<file path="src/rtl/muldiv_pkg.sv">
// Shared encodings for the iterative multiply/divide unit.
// The op codes follow the two-bit op port: bit 1 selects divide, bit 0 selects unsigned.
package muldiv_pkg;
  localparam int ITER = 32;

  typedef enum logic [1:0] {
    OP_MULT  = 2'd0,
    OP_MULTU = 2'd1,
    OP_DIV   = 2'd2,
    OP_DIVU  = 2'd3
  } op_e;

  typedef enum logic [1:0] {
    S_IDLE = 2'd0,
    S_CALC = 2'd1,
    S_SIGN = 2'd2,
    S_DONE = 2'd3
  } state_e;
endpackage

</file>
<file path="src/rtl/muldiv_iter.sv">
// Iterative datapath: a 64-bit accumulator doing one shift-add or restoring shift-subtract step
// per i_step, with a down-counter that flags the final step.
module muldiv_iter
  import muldiv_pkg::*;
#(
  parameter int ITER = muldiv_pkg::ITER
) (
  input  logic        clk,
  input  logic        reset,
  input  logic        i_load,
  input  logic        i_step,
  input  logic        i_div,
  input  logic [31:0] i_a,
  input  logic [31:0] i_b,
  output logic [63:0] o_acc,
  output logic        o_last
);
  localparam int CW = $clog2(ITER + 1);

  logic [63:0]   r_acc;
  logic [31:0]   r_opnd;
  logic [CW-1:0] r_cnt;
  logic          r_div;

  logic [32:0] w_sum;
  logic [32:0] w_diff;
  logic [63:0] w_acc_nxt;

  // Layout: upper half is the partial product / remainder, lower half shifts out the
  // multiplier or dividend while quotient bits shift in.
  always_comb begin
    w_sum  = {1'b0, r_acc[63:32]} + {1'b0, r_opnd};
    w_diff = r_acc[63:31] - {1'b0, r_opnd};
    if (r_div) begin
      if (!w_diff[32]) w_acc_nxt = {w_diff[31:0], r_acc[30:0], 1'b1};
      else             w_acc_nxt = {r_acc[62:0], 1'b0};
    end else if (r_acc[0]) begin
      w_acc_nxt = {w_sum, r_acc[31:1]};
    end else begin
      w_acc_nxt = {1'b0, r_acc[63:1]};
    end
  end

  always_ff @(negedge clk) begin
    if (reset) begin
      r_acc  <= '0;
      r_opnd <= '0;
      r_cnt  <= '0;
      r_div  <= 1'b0;
    end else if (i_load) begin
      r_acc  <= {32'd0, i_a};
      r_opnd <= i_b;
      r_cnt  <= CW'(ITER);
      r_div  <= i_div;
    end else if (i_step) begin
      r_acc  <= w_acc_nxt;
      r_cnt  <= r_cnt - 1'b1;
    end
  end

  assign o_acc  = r_acc;
  assign o_last = (r_cnt == CW'(1));
endmodule

</file>
<file path="src/rtl/muldiv_unit.sv">
// MIPS-style HI/LO multiply/divide unit: sequencing FSM, operand sign handling and HI/LO registers.
// State | meaning
// IDLE  | waiting for start; MTHI/MTLO writes accepted
// CALC  | one datapath step per cycle, ITER cycles
// SIGN  | sign correction of product or quotient/remainder
// DONE  | result loaded into hi/lo on the exit edge, done pulses
module muldiv_unit
  import muldiv_pkg::*;
#(
  parameter int ITER = muldiv_pkg::ITER
) (
  input  logic        clk,
  input  logic        reset,
  input  logic        start,
  input  logic [1:0]  op,
  input  logic [31:0] a,
  input  logic [31:0] b,
  input  logic        flush,
  input  logic        wr_hi,
  input  logic        wr_lo,
  input  logic [31:0] wdata,
  output logic [31:0] hi,
  output logic [31:0] lo,
  output logic        busy,
  output logic        done,
  output logic        stall
);
  state_e      r_state;
  state_e      w_state_nxt;
  op_e         r_op;
  logic        r_sign_a;
  logic        r_sign_b;
  logic        r_b_zero;
  logic [31:0] r_hi;
  logic [31:0] r_lo;
  logic        r_done;
  logic [63:0] r_res;

  logic        w_signed;
  logic        w_load;
  logic        w_step;
  logic        w_last;
  logic [31:0] w_a_mag;
  logic [31:0] w_b_mag;
  logic [63:0] w_acc;
  logic [63:0] w_fixed;
  logic [31:0] w_quot;
  logic [31:0] w_rem;

  assign w_signed = ~op[0];
  assign w_a_mag  = (w_signed && a[31]) ? -a : a;
  assign w_b_mag  = (w_signed && b[31]) ? -b : b;

  muldiv_iter #(.ITER(ITER)) u_iter (
    .clk    (clk),
    .reset  (reset),
    .i_load (w_load),
    .i_step (w_step),
    .i_div  (op[1]),
    .i_a    (w_a_mag),
    .i_b    (w_b_mag),
    .o_acc  (w_acc),
    .o_last (w_last)
  );

  always_comb begin
    w_state_nxt = r_state;
    w_load      = 1'b0;
    w_step      = 1'b0;
    case (r_state)
      S_IDLE: begin
        if (start && !flush) begin
          w_load      = 1'b1;
          w_state_nxt = S_CALC;
        end
      end
      S_CALC: begin
        if (flush) begin
          w_state_nxt = S_IDLE;
        end else begin
          w_step = 1'b1;
          if (w_last) w_state_nxt = S_SIGN;
        end
      end
      S_SIGN:  w_state_nxt = flush ? S_IDLE : S_DONE;
      S_DONE:  w_state_nxt = S_IDLE;
      default: w_state_nxt = S_IDLE;
    endcase
  end

  // Divide by zero keeps the all-ones quotient unsigned; the remainder sign rule alone restores hi=a.
  always_comb begin
    w_quot = w_acc[31:0];
    w_rem  = w_acc[63:32];
    if ((r_sign_a ^ r_sign_b) && !r_b_zero) w_quot = -w_acc[31:0];
    if (r_sign_a) w_rem = -w_acc[63:32];
    if (r_op == OP_DIV || r_op == OP_DIVU) w_fixed = {w_rem, w_quot};
    else                                   w_fixed = (r_sign_a ^ r_sign_b) ? -w_acc : w_acc;
  end

  always_ff @(negedge clk) begin
    if (reset) begin
      r_state  <= S_IDLE;
      r_op     <= OP_MULT;
      r_sign_a <= 1'b0;
      r_sign_b <= 1'b0;
      r_b_zero <= 1'b0;
      r_hi     <= '0;
      r_lo     <= '0;
      r_done   <= 1'b0;
      r_res    <= '0;
    end else begin
      r_state <= w_state_nxt;
      r_done  <= 1'b0;
      if (w_load) begin
        r_op     <= op_e'(op);
        r_sign_a <= w_signed & a[31];
        r_sign_b <= w_signed & b[31];
        r_b_zero <= (b == 32'd0);
      end
      if (r_state == S_SIGN) r_res <= w_fixed;
      if (r_state == S_IDLE) begin
        if (wr_hi) r_hi <= wdata;
        if (wr_lo) r_lo <= wdata;
      end
      if (r_state == S_DONE && !flush) begin
        {r_hi, r_lo} <= r_res;
        r_done       <= 1'b1;
      end
    end
  end

  assign hi    = r_hi;
  assign lo    = r_lo;
  assign done  = r_done;
  assign busy  = (r_state == S_CALC) || (r_state == S_SIGN);
  assign stall = busy || (start && r_state == S_IDLE);
endmodule

</file>
<file path="config.mk">
export PLATFORM = sky130hd
export DESIGN_NAME = muldiv_unit
export DESIGN_NICKNAME = d
export VERILOG_FILES = /design/src/rtl/muldiv_pkg.sv /design/src/rtl/muldiv_iter.sv /design/src/rtl/muldiv_unit.sv
export SDC_FILE = /design/constraint.sdc
export NUM_CORES = 1
export LEC_CHECK = 0
export CAP_MARGIN = 20
export CORE_UTILIZATION = 58
export DETAILED_ROUTE_END_ITERATION = 6
export PLACE_DENSITY = 0.87
export SYNTH_ARGS = -nofsm -noshare
export SYNTH_HDL_FRONTEND = slang
export SYNTH_SLANG_ARGS = --single-unit
</file>
<file path="constraint.sdc">
create_clock -name clk -period 10.4 [get_ports clk]
set_clock_uncertainty 0.1 [all_clocks]
set_input_delay 2.6 -clock clk [delete_from_list [all_inputs] [get_ports clk]]
set_output_delay 2.6 -clock clk [all_outputs]
set_load 0.03 [all_outputs]
</file>
# ---- Word-level counts from Yosys, hierarchy flattened
# Index checks and enable logic that the tools add are counted.
dict set report totals {
  wordCells 85
  register_bits 239
  out_inout_bits 67
}
dict set report classes {
  n_mux 29
  reduce_logical 21
  n_addsub 8
  n_eq_ne 8
  bitwise_logic 4
}
# operator count
set op_table {}
lappend op_table {{$mux 32} 12}
lappend op_table {{$mux 64} 5}
lappend op_table {{$neg 32->32} 4}
lappend op_table {{$neg 64->64} 1}
lappend op_table {{$add 32x32->33} 1}
lappend op_table {{$sub 33x32->33} 1}
lappend op_table {{$logic_not 32->1} 1}
lappend op_table {{$mux 6} 2}
lappend op_table {{$eq 2x2->1 const B} 4}
lappend op_table {{$mux 2} 4}
lappend op_table {{$pmux 2 s4} 1}
lappend op_table {{$reduce_bool 2->1} 4}
lappend op_table {{$eq 6x1->1 const B} 1}
lappend op_table {{$logic_and 1x1->1} 6}
lappend op_table {{$reduce_and 2->1} 3}
lappend op_table {{$sub 6x1->6 const B} 1}
lappend op_table {{$mux 1} 5}
lappend op_table {{$logic_or 1x1->1} 3}
lappend op_table {{$ne 3x2->1 const B} 1}
lappend op_table {{$and 1x1->1} 2}
lappend op_table {{$eq 2x1->1 const B} 1}
lappend op_table {{$logic_not 1->1} 2}
lappend op_table {{$logic_not 2->1} 1}
lappend op_table {{$ne 2x2->1 const B} 1}
lappend op_table {{3 further kinds} 3}

# ---- Depth between registers and ports, before layout
dict set report depth {
  ltp_word 5
  depth_mapped 15
  mapped_depth_nobuf 13
}

# ---- Modules after synthesis
# A second synthesis with hierarchy kept.
dict set report hier_totals {
  hier_cells 2219
  hier_area_um2 16729.8
}
# mod n_inst cells_per_inst area_each_um2
set modules_own_cells {}
lappend modules_own_cells {muldiv_iter 1 1119 8473.1}
lappend modules_own_cells {muldiv_unit 1 1100 8256.7}

==> results.toml <==
[outcome]
status = "completed"

[die]
dieWidth_um = 170
fp.dieH_um = 170
core-area_um2 = 27300
dieArea_um2 = 28800
num_io_pins = 171
initial_core_util = 0.598
row_count = 60

[clock_tree]
path_clk_slew_ps = 40
cts_tree = "yes"
clkLatencyLatePin_ps = 630
clk_path_buf_depth = 3
cts_setup_buffers = 0
cts_made_buffers = 28
h-tree-depth = 1
cts.sinks = 237
cts_root_buf = "clkbuf_16"

[power]
irDropWorstVdd_uv = 155
power.clock.fraction = 0.396
power_density_nw_per_um2 = 176
p_total_mw = 3.58
power.internal_mw = 2.16
switching_share = 0.396
leakagePower_nw = 8.61
comb_power_share = 0.298
switching_power_mw = 1.42
power_frac_seq = 0.306

[final_layout]
num-nets-final = 2632
insertedDiodeCount = 0
fin_util = 0.746
area_growth_pct = 24.8
drive_above_1_share = 0.0635
final_cells = 2844

[global_routing]
globalRoute.busiestLayer = "met2"
grt_antenna_before_repair = 0
grt_max_degree = 126
grt-ovfl-total = 0
grt_pass1_vias = 17000
use_met3 = 0.0802
grtUsageMet2 = 0.586
grt_pass1_wl_mm = 84.9
grt_use_total = 0.366
grtUsageMet1 = 0.465

[setup_path]
crit_slowest_cell = "clkdlybuf4s50_1"
crit_arrival_ps = 7560
crit_type = "reg2out"
critPathCaptureType = "primary output"
slowest_delay_ps = 750
required_ps = 7700
cp_top_family = "buffers and inverters"
crit_buf_inv = 3
cp_max_fo = 4
path_cells = "inv_1 -> ha_2 -> nand2_1 -> buf_4 -> nand2b_1 -> clkdlybuf4s50_1"
cp-start-kind = "flop"

[routing]
wl_mm = 54.4
vias = 17900
wl_per_cell_um = 19.1
drtIter0Drc = 2225
drc_errors = 0
drt_first_pass_iters = 7
ant_nets = 0
avgViaCountPerCell = 6.30

[sta]
hold_ws_ps = 350
worst_pin_slew_ps = 1000
hold_violations = 0
slew_headroom = 0.332
maxSlewViolCount = 0
rsz0062_at_grt = "no"
setup_viol = 0
setup-tns-final_ps = 0

[synth]
syn_nets = 2275
synth.avg_cell_area_um2 = 7.78
synthCells = 2095
synth-async-reset-ratio = 0
yosys_register_bits = 237
synth-main-ff-cell = "dfxtp_1"
netlist_area_um2 = 16300
synth_edf_count = 0
ys_seq_area_frac = 0.291
synth_cell_types = 70
yosysWarnings = 0

[placement]
gp_congestion = 0.990
dp.cells = 2558
place_hpwl_mm = 38.4
portBuffers = 170

[worst_hold_path]
hold_path.class = "reg2reg"

[run]
maxCapViolCount = 0
## layout make-up
cell class / count / area (µm²)
clock buffer: 28 / 701
clock inverter: 259 / 1150
fill: 2025 / 6910
inverter: 55 / 206
multi-input combinational: 1650 / 10800
sequential: 237 / 4750
tap: 372 / 465
timing repair buffer: 243 / 2290
## metrics by stage
stage,cell area (µm²),setup WS [ps]
CTS,20300,135
finish,20300,140
global route,20300,27.1
floorplan,16300,129
detailed placement,18500,-429
global placement,18500,-314
## layout by cell type, fill, tap and decap left out, types with 21 or more instances in the layout
master,synthesis,final
buf_4,1,70
a311oi_1,80,80
clkdlybuf4s50_1,0,169
o31ai_1,21,21
inv_1,56,296
xor2_1,93,93
a211oi_1,135,135
a21oi_1,119,119
o21ai_0,111,111
a21o_1,27,27
nor2_1,283,282
xnor2_1,71,71
nand2_1,175,175
mux2i_1,72,72
nand3_1,81,81
or3_1,29,29
ha_1,74,72
nor3_1,35,35
dfxtp_1,237,236
clkbuf_16,0,28
## flip-flops by register name, summed over array words and instances (netlist names), 2 cells and up
name	count
lo	32
u_iter.o_acc	64
r_res	64
hi	32
r_state	2
u_iter.r_cnt	6
u_iter.r_opnd	32
## logic make-up (layout without fill, tap and decap cells)
kind of cell               Yosys count  count (layout)  share of synthesized area
DFF                                237             237                      0.291
xor gates and xnor gates           164             164                     0.0882
AOI/OAI and AO/OA                  616             616                      0.259
buffers and inverters              208             585                     0.0504
adders and majority gates           76              76                     0.0593
and+or+nand+nor                    713             713                      0.201
muxes                               81              81                     0.0504
## synth_stat cells (8+ instances only)
master / count / share of area
buf_1: 9 / 0.0021
a221oi_1: 8 / 0.0043
o41ai_1: 11 / 0.0059
nand2b_1: 19 / 0.0073
a21o_1: 27 / 0.012
o31ai_1: 21 / 0.0097
o211ai_1: 8 / 0.0037
nor3_1: 35 / 0.011
mux2_2: 9 / 0.0062
xor2_1: 93 / 0.050
clkbuf_1: 133 / 0.031
a21oi_1: 119 / 0.037
nor2_1: 283 / 0.065
nand3_1: 81 / 0.025
dfxtp_1: 237 / 0.29
inv_1: 56 / 0.013
a31oi_1: 17 / 0.0065
o21ai_0: 111 / 0.034
nor2b_1: 20 / 0.0077
or3_1: 29 / 0.011
a311oi_1: 80 / 0.043
mux2i_1: 72 / 0.044
ha_1: 74 / 0.057
a211oi_1: 135 / 0.062
o21a_1: 12 / 0.0055
o21bai_1: 9 / 0.0041
nand2_1: 175 / 0.040
nor4_1: 10 / 0.0038
a22o_1: 12 / 0.0065
xnor2_1: 71 / 0.038
nand4_1: 16 / 0.0061
## routing by layer
layer,vias to the layer above,wire [µm]
li1,8399,-
met1,8270,22000
met2,1072,24600
met3,162,5710
met4,0,2080
met5,-,0
## power groups by stage
stage | sequential, mW | combinational [mW] | clock, mW
6_report | 1.09 | 1.07 | 1.42
5_1_grt | 1.10 | 1.15 | 1.54
4_1_cts | 1.09 | 1.05 | 1.43
3_5_place_dp | 1.10 | 1.03 | 0.138
3_3_place_gp | 1.10 | 1.01 | 0.138
2_1_floorplan | 1.10 | 0.712 | 0.138
## final timing paths
path                    start                to  slack [ps]  cells after the start
max                r_state[0]             stall         140                      6
min                 r_res[33]         r_res[33]         350                      2
max reg2reg  u_iter.o_acc[31]  u_iter.o_acc[41]        5950                     14
min reg2reg         r_res[33]         r_res[33]         350                      2
## tightest hold or removal path: cells and delay by family, from the launching register on
family / cells / cell delay [ps]
simple gates: 2 / 90
flops: 1 / 310
## what timing repair did
item / in CTS / in global routing
hold buffers: 0 / 0
endpoints found under the setup margin: 0 / 2
resized for setup: 0 / 2
No activity file was read; power rests on OpenSTA's default activity.
